===== src/rtl/kbd_io_slave.sv =====
// kbd_io_slave: bus-mapped keyboard scan-byte FIFO with STATUS/CTRL registers and wait-stated ACK.
// Optional interrupt logic is built only when KBD_IO_SLAVE_IRQ_EN is defined.
module kbd_io_slave #(
    parameter logic [31:0] BASE_ADDR = 32'hFFFF_FF00,
    parameter int          DEPTH     = 8,
    parameter int          WAIT      = 1
) (
    input  logic        clk,
    input  logic        reset,
    input  logic [31:0] Addr,
    input  logic [31:0] Data_O,
    input  logic        WE,
    input  logic        STB,
    output logic [31:0] Data_I,
    output logic        ACK,
    input  logic [7:0]  kbd_data,
    input  logic        kbd_valid,
    output logic        irq
);
    localparam int AW = $clog2(DEPTH);
    localparam int CW = AW + 1;

    typedef enum logic [1:0] {IDLE, WAITST, ACKST} state_t;

    state_t        state, nxt;
    logic [3:0]    wcnt;
    logic [7:0]    mem [DEPTH];
    logic [AW-1:0] wp, rp;
    logic [CW-1:0] count;
    logic          ovf, sel, empty, full, fire, pop, push, flush, ctrl_wr, ovf_clr, ovf_set;
    logic [1:0]    rsel;
    logic [31:0]   rdata, status, ctrl;
    logic          unused_bits;

    assign sel         = STB & (Addr[31:4] == BASE_ADDR[31:4]);
    assign empty       = count == '0;
    assign full        = count == CW'(DEPTH);
    assign status      = {21'b0, ovf, full, empty, 8'(count)};
    assign unused_bits = ^{Addr[1:0], Data_O[31:11], Data_O[9:2], Data_O[0]};

    always_ff @(posedge clk or negedge reset)
        if (!reset) begin
            state <= IDLE;
            wcnt  <= '0;
        end else begin
            state <= nxt;
            wcnt  <= (state == WAITST) ? wcnt + 4'd1 : 4'd0;
        end

    always_comb begin
        nxt = IDLE;
        case (state)
            IDLE:    nxt = sel ? ((WAIT > 0) ? WAITST : ACKST) : IDLE;
            WAITST:  nxt = !sel ? IDLE : (wcnt == 4'(WAIT - 1)) ? ACKST : WAITST;
            default: nxt = IDLE;
        endcase
    end

    // Side effects fire on the edge leaving ACKST; a DATA pop happens only if a valid byte was returned.
    always_comb begin
        rsel    = Addr[3:2];
        fire    = state == ACKST;
        pop     = fire & ~WE & (rsel == 2'd0) & Data_I[31];
        ctrl_wr = fire & WE & (rsel == 2'd2);
        flush   = ctrl_wr & Data_O[1];
        ovf_clr = fire & WE & (rsel == 2'd1) & Data_O[10];
        push    = kbd_valid & ~flush & (~full | pop);
        ovf_set = kbd_valid & ~flush & full & ~pop;
        rdata   = (rsel == 2'd0) ? (empty ? 32'h0 : {1'b1, 23'b0, mem[rp]}) :
                  (rsel == 2'd1) ? status :
                  (rsel == 2'd2) ? ctrl : 32'h0;
    end

    always_ff @(posedge clk or negedge reset)
        if (!reset) begin
            ACK    <= 1'b0;
            Data_I <= '0;
        end else begin
            ACK    <= nxt == ACKST;
            Data_I <= (nxt == ACKST && !WE) ? rdata : '0;
        end

    always_ff @(posedge clk or negedge reset)
        if (!reset) begin
            wp    <= '0;
            rp    <= '0;
            count <= '0;
            ovf   <= 1'b0;
        end else begin
            wp    <= flush ? '0 : push ? wp + AW'(1) : wp;
            rp    <= flush ? '0 : pop ? rp + AW'(1) : rp;
            count <= flush ? '0 : count + CW'(push) - CW'(pop);
            ovf   <= ovf_set | (ovf & ~ovf_clr);
        end

    always_ff @(posedge clk)
        if (push) mem[wp] <= kbd_data;

`ifdef KBD_IO_SLAVE_IRQ_EN
    logic irq_en;

    assign ctrl = {31'b0, irq_en};

    always_ff @(posedge clk or negedge reset)
        if (!reset) begin
            irq_en <= 1'b0;
            irq    <= 1'b0;
        end else begin
            irq_en <= ctrl_wr ? Data_O[0] : irq_en;
            irq    <= irq_en & ~empty;
        end
`else
    assign ctrl = '0;
    assign irq  = 1'b0;
`endif
endmodule

===== config.mk =====
export PLATFORM = sky130hd
export DESIGN_NAME = kbd_io_slave
export DESIGN_NICKNAME = d
export VERILOG_FILES = /design/src/rtl/kbd_io_slave.sv
export SDC_FILE = /design/constraint.sdc
export NUM_CORES = 1
export LEC_CHECK = 0
export BUFFER_PORTS_ARGS = -buffer_cell sky130_fd_sc_hd__buf_2
export CAP_MARGIN = 20
export CORE_ASPECT_RATIO = 1.5
export CORE_MARGIN = 2
export CORE_UTILIZATION = 37
export DETAILED_ROUTE_END_ITERATION = 8
export PLACE_DENSITY_LB_ADDON = 0.12
export SLEW_MARGIN = 30
export SYNTH_ARGS = -nofsm -noshare
export SYNTH_HDL_FRONTEND = slang
export SYNTH_SLANG_ARGS = --single-unit

===== constraint.sdc =====
create_clock -name clk -period 3.4 [get_ports clk]
set_input_delay 0.51 -clock clk [delete_from_list [all_inputs] [get_ports clk]]
set_output_delay 0.51 -clock clk [all_outputs]
set_load 0.005 [all_outputs]

== Yosys cells after proc, flatten, opt, wreduce, memory -nomap -nowiden ==
Memory sizes are Yosys's and may differ from the RTL's.
Index checks and enable logic that the tools add are counted.

* Register bits: 50
* Bits in writable memories: 64
* Input port bits: 77
* Output and inout bits: 34
* Logic and storage cells: 66
* Memories: 1

* Add/sub/neg operators: 5
* Equal/unequal tests: 7
* Mux-type cells: 16
* Bitwise gates (word level): 21
* Reduce and logical (&&, ||, !) cells: 8

{| class="wikitable"
|+ Memories
! name !! words !! bits a word !! rd ports !! clocked after Yosys merged registers in !! write ports !! line !! source
|-
| mem || 8 || 8 || 1 || 0 || 1 || 27 || <nowiki>logic [7:0] mem [DEPTH];</nowiki>
|}

{| class="wikitable"
|+ Operators by type and width
! cell !! number
|-
| two-way mux 32 bit || 3
|-
| == test 28 bit (second input constant) || 1
|-
| AND 1 bit || 14
|-
| two-way mux 3 bit || 4
|-
| two-way mux 11 bit || 1
|-
| zero test 4 bit || 2
|-
| two-way mux 4 bit || 2
|-
| adder 3 x 1 -> 3 bit (second input constant) || 2
|-
| == test 2 bit (second input constant) || 3
|-
| inverter 1 bit || 5
|-
| adder 4 x 1 -> 4 bit || 1
|-
| adder 4 x 1 -> 4 bit (second input constant) || 1
|-
| == test 2 x 1 -> 1 bit (second input constant) || 2
|-
| == test 4 bit (second input constant) || 1
|-
| zero test 2 bit || 2
|-
| two-way mux 2 bit || 2
|-
| case mux 2 bit (2 select lines) || 1
|-
| nonzero test 2 bit || 2
|-
| subtractor 4 x 1 -> 4 bit || 1
|-
| two-way mux 1 bit || 3
|-
| OR 1 bit || 2
|-
| logical AND 1 bit || 1
|-
| zero test 1 bit || 1
|}

== Longest topological paths before layout ==
* Word-level depth: 10
* Depth in mapped cells: 12
* Depth with buffers taken out: 12

== Worst setup path before layout ==
No wires, ideal clock.

* Path type: input port to flip-flop
* Start point: in WE
* End point: mem mem[0][0], enable pin
* Library setup time: 395 ps
* Data arrival time: 2316 ps
* Required time: 3005 ps
* Slack: 689 ps
* Cell stages on the path: 4
* Buffers on the path: 0
* Cells stage by stage: nor4b_1 -> a21o_1 -> nand3_1 -> nor4_1

* Word-level cells in the longest chain between the ends: 8
* Elaborated cells between the ends (all ways): 13
* Classes of those cells: mux: 2; bitwise: 11

{| class="wikitable"
|+ RTL lines
! item !! line !! source
|-
| from (decl) || 12 || <nowiki>input logic WE,</nowiki>
|-
| AND 1 bit / inverter 1 bit (equally long branches) || 64, 63 ||
|-
| AND 1 bit, on equally long branches || 64, 63 ||
|-
| AND 1 bit, on equally long branches || 65, 63 ||
|-
| inverter 1 bit / AND 1 bit (equally long branches) || 67, 63 ||
|-
| AND 1 bit / OR 1 bit (equally long branches) || 67 || <nowiki>push = kbd_valid & ~flush & (~full | pop);</nowiki>
|-
| AND 1 bit (*) || 67 ||
|-
| two-way mux 1 bit (*) || 97 || <nowiki>if (push) mem[wp] <= kbd_data;</nowiki>
|-
| two-way mux 1 bit (implied by the code) (*) || 97 ||
|-
| to (decl) || 27 ||
|}

Every way passes the cells marked *; elsewhere a longest branch is shown, timed or not.

== Worst setup path after layout ==
* Start point: reg count[2]
* End point: reg count[3]

* Word-level cells in the longest chain between the ends: 7

{| class="wikitable"
|+ RTL lines
! item !! line !! source
|-
| from (decl) || 29 || <nowiki>logic [CW-1:0] count;</nowiki>
|-
| from (signal assigned) || 92 || <nowiki>count <= flush ? '0 : count + CW'(push) - CW'(pop);</nowiki>
|-
| == test 4 bit || 37 || <nowiki>assign full = count == CW'(DEPTH);</nowiki>
|-
| inverter 1 bit || 67 ||
|-
| OR 1 bit || 67 ||
|-
| AND 1 bit || 67 ||
|-
| adder 4 x 1 -> 4 bit (*) || 92 ||
|-
| subtractor 4 x 1 -> 4 bit (*) || 92 ||
|-
| two-way mux 4 bit (*) || 92 ||
|}

Marked as above.
A chain may end at the register's enable or synchronous reset.

==> key figures <==
Outcome
  • Status: completed

Setup path
  • Reg2reg start: count[2]
  • CP Launch Type: flip-flop
  • WS Path Type: reg -> reg
  • CP endpoint kind: flip-flop
  • Slowest stage delay, CP: 0.48 ns
  • Cell Chain, Critical Path: inv_1 > ha_1 > or3b_2 > a21o_1 > nand3_1 > ha_1 > inv_1 > ha_1 > a21o_1 > a21oi_1 > xnor2_1 > nor2_1
  • Worst R2R Setup Slack: 0.63 ns
  • Crit-path slowest cell: or3b_2
  • Reg-to-reg critical path endpoint: count[3]
  • Cell family with most CP delay: simple AND/OR/NAND/NOR gates
  • Critical Path AT: 2.99 ns
  • Worst Path Required: 3.62 ns
  • Largest fanout on the critical path: 5
  • Worst setup startpoint: count[2]
  • R2R cell count: 12
  • WP depth: 12
  • Most frequent CP cell: ha_1
  • CP bufs+invs: 2

STA
  • Final hold vios: 0
  • Top achievable clock speed: 0.3609 GHz
  • Final setup vio count: 0
  • Final period utilization: around 81%
  • Worst hold slack: 0.2074 ns
  • Fin. max-slew vios: 0
  • Slew @ Worst Pin: 0.8976 ns
  • Final worst slack: 0.6295 ns
  • Min cycle time layout: ~2.8 ns
  • TNS Setup: 0 ns
  • Clock skew: between 0.006 and 0.007 ns
  • Unrepaired setup endpoints after global routing: false
  • Max_slew headroom: 40.16%

Yosys
  • Top-area cell type share of the netlist area: 46.52%
  • Mean Syn Cell Area: 14.25 µm²
  • Sequential area share after synthesis: 64.69%
  • Gate Count Post-Synth: 290
  • Post-synthesis cell area: between 4000 and 5000 µm²
  • Synthesized flop and latch total: 94
  • Synthesis Warnings: 0
  • Area leader, netlist: edfxtp_1
  • Top cells by area, synth: edfxtp_1, dfrtp_1, mux2i_1, mux4_2, buf_4
  • Yosys cell types: 40

Pwr
  • Clock Power Share: 34.2%
  • Switch share: 26.73%
  • P_sw: just under 0.8 mW
  • P per Cell Area: 609.5 nW/µm²
  • Static Leak: slightly below 2 nW
  • Gate power share: 16.0%
  • Internal power: 2.179 mW
  • Final Power: 2.973 mW
  • Worst IR Drop VDD: 315.2 µV
  • Reg power frac: 49.8%

Clock network
  • CTS H-tree lvls: 3
  • CTS tree: yes
  • Worst skew pair latency: 0.34 ns
  • CTS Sinks: 94
  • Root buffer cell: clkbuf_16
  • Post-cts resize count: 0
  • Clk buf depth: 2
  • Clock buffer count from CTS: 9
  • Cts hold-fix bufs: 0
  • Post-CTS Setup Inserts: 0
  • Clock slew at reported path FFs: 0.07 ns

Placement
  • Cells after DPL: 497
  • Gpl congestion: between 0.7 and 0.8
  • Buffers on Ports: 57
  • Final HPWL DP: between 5000 and 6000 µm
  • Placed Area: 4572 µm²
  • Place WS: 0.5547 ns

Final layout
  • Util after Layout: 44.60%
  • Finished Cell Area: 4878 µm²
  • ANT cells: 0
  • Most common cell after layout, fill and taps aside: edfxtp_1
  • Commonest non-fill, non-tap cells in the layout: edfxtp_1, buf_2, dfrtp_1
  • Layout Cells excl Fill: 513
  • Final net count: 449
  • Share of cells above drive strength 1: ~27%
  • Area Overhead vs Synth: 18.08%

Drt
  • Routed WL: 8363 µm
  • Routed vias/inst: 4.754
  • DR vias: 2,439
  • Wire length per cell: approximately 16 µm
  • Final antenna-violating net count: 0
  • Remaining DRCs: 0
  • DR iter-0 viols: 103
  • Pre-Repair DR Iteration Count: 4

Die
  • Horiz. Die Dim: between 90 and 100 µm
  • Cell Rows: 47
  • Area of the die: 12,050 µm²
  • Die Ht: 133.4 µm
  • Starting Density: 37.77%
  • Boundary pin count: 111
  • Core Box Area: 10,940 µm²

Global routing
  • First-pass GRT wire length: 13,450 µm
  • Initial antenna violation count: 0
  • Largest net degree at the start of global routing: 31
  • Gr usage total: ~15%
  • Grt ovf: 0
  • Number of global-route vias before repair: 2,485

Min path
  • Hold Crit Class: in -> async

Flow run
  • MaxCap Viol Count: 0
==> state kept, by name, summed over array words and instances, names as in the netlist <==
name / cells
ACK: 1
Data_I: 12
count: 4
mem: 64
ovf: 1
rp: 3
state: 2
wcnt: 4
wp: 3
==> per-layer routing <==
layer	share of wire, %	wire (µm)	track usage (%)	vias up
li1	-	-	-	1177
met1	39	3297	16.83	1186
met2	54	4539	26.57	61
met3	4.4	372	4.072	15
met4	1.8	153	5.214	0
met5	0	0	0	-
==> worst max path at each step <==
stage	end	slack [ns]
floorplan	mem[0][0]	0.69
global route	count[3]	0.39
global placement	count[2]	0.55
CTS	count[3]	0.59
detailed placement	count[2]	0.55
finish	count[3]	0.63
==> synth_stat cells <==
cell	n
edfxtp_1	64
and4b_1	1
and3_2	2
o31ai_1	1
fa_1	1
and2_1	2
xor2_1	3
nor2b_1	4
nand2_1	18
mux2i_1	21
nor4_4	1
nand4b_2	1
nand2b_1	4
or4b_4	1
nand3_1	9
or3b_2	1
buf_2	4
a22oi_1	4
mux4_2	8
a32o_1	1
nor4_1	2
nor2_1	17
ha_1	10
nand4_1	11
or3_1	1
buf_6	1
inv_1	10
a21o_1	2
nor4b_1	1
clkbuf_1	3
nand4b_1	3
buf_4	21
nor3_1	11
and3b_1	1
a21oi_1	9
dfrtp_1	30
xnor2_1	3
a21boi_0	1
conb_1	1
o21ai_0	1
==> cells by family (layout without fill, tap and decap cells) <==
group,after synthesis,after routing,synth area share [%]
other,1,21,0.09077
XOR/XNOR,6,6,1.272
AO/OA/AOI/OAI,19,19,2.907
AND/OR/NAND/NOR,91,91,12.33
adder cells (fa/ha/maj),11,11,3.513
flip-flops,94,94,64.69
buffers and inverters,39,95,5.754
multiplexers,29,29,9.449
==> layout make-up <==
type	count	area, µm²
Timing Repair Buffer	69	375.4
Tap cell	147	183.9
Multi-Input combinational cell	177	1303
Sequential cell	94	2673
Clock buffer	9	225.2
Clock inverter	7	81.33
Fill cell	1017	6060
Inverter	10	37.54
==> power groups by stage <==
stage / combinational (mW) / clock, mW / sequential (mW)
after floorplan: 0.329 / 0 / 1.48
after global routing: 0.556 / 1.08 / 1.50
after detailed placement: 0.486 / 0 / 1.50
after global placement: 0.475 / 0 / 1.50
after CTS: 0.488 / 1.05 / 1.48
final: 0.477 / 1.02 / 1.48
(Power assumes the default switching activity.)
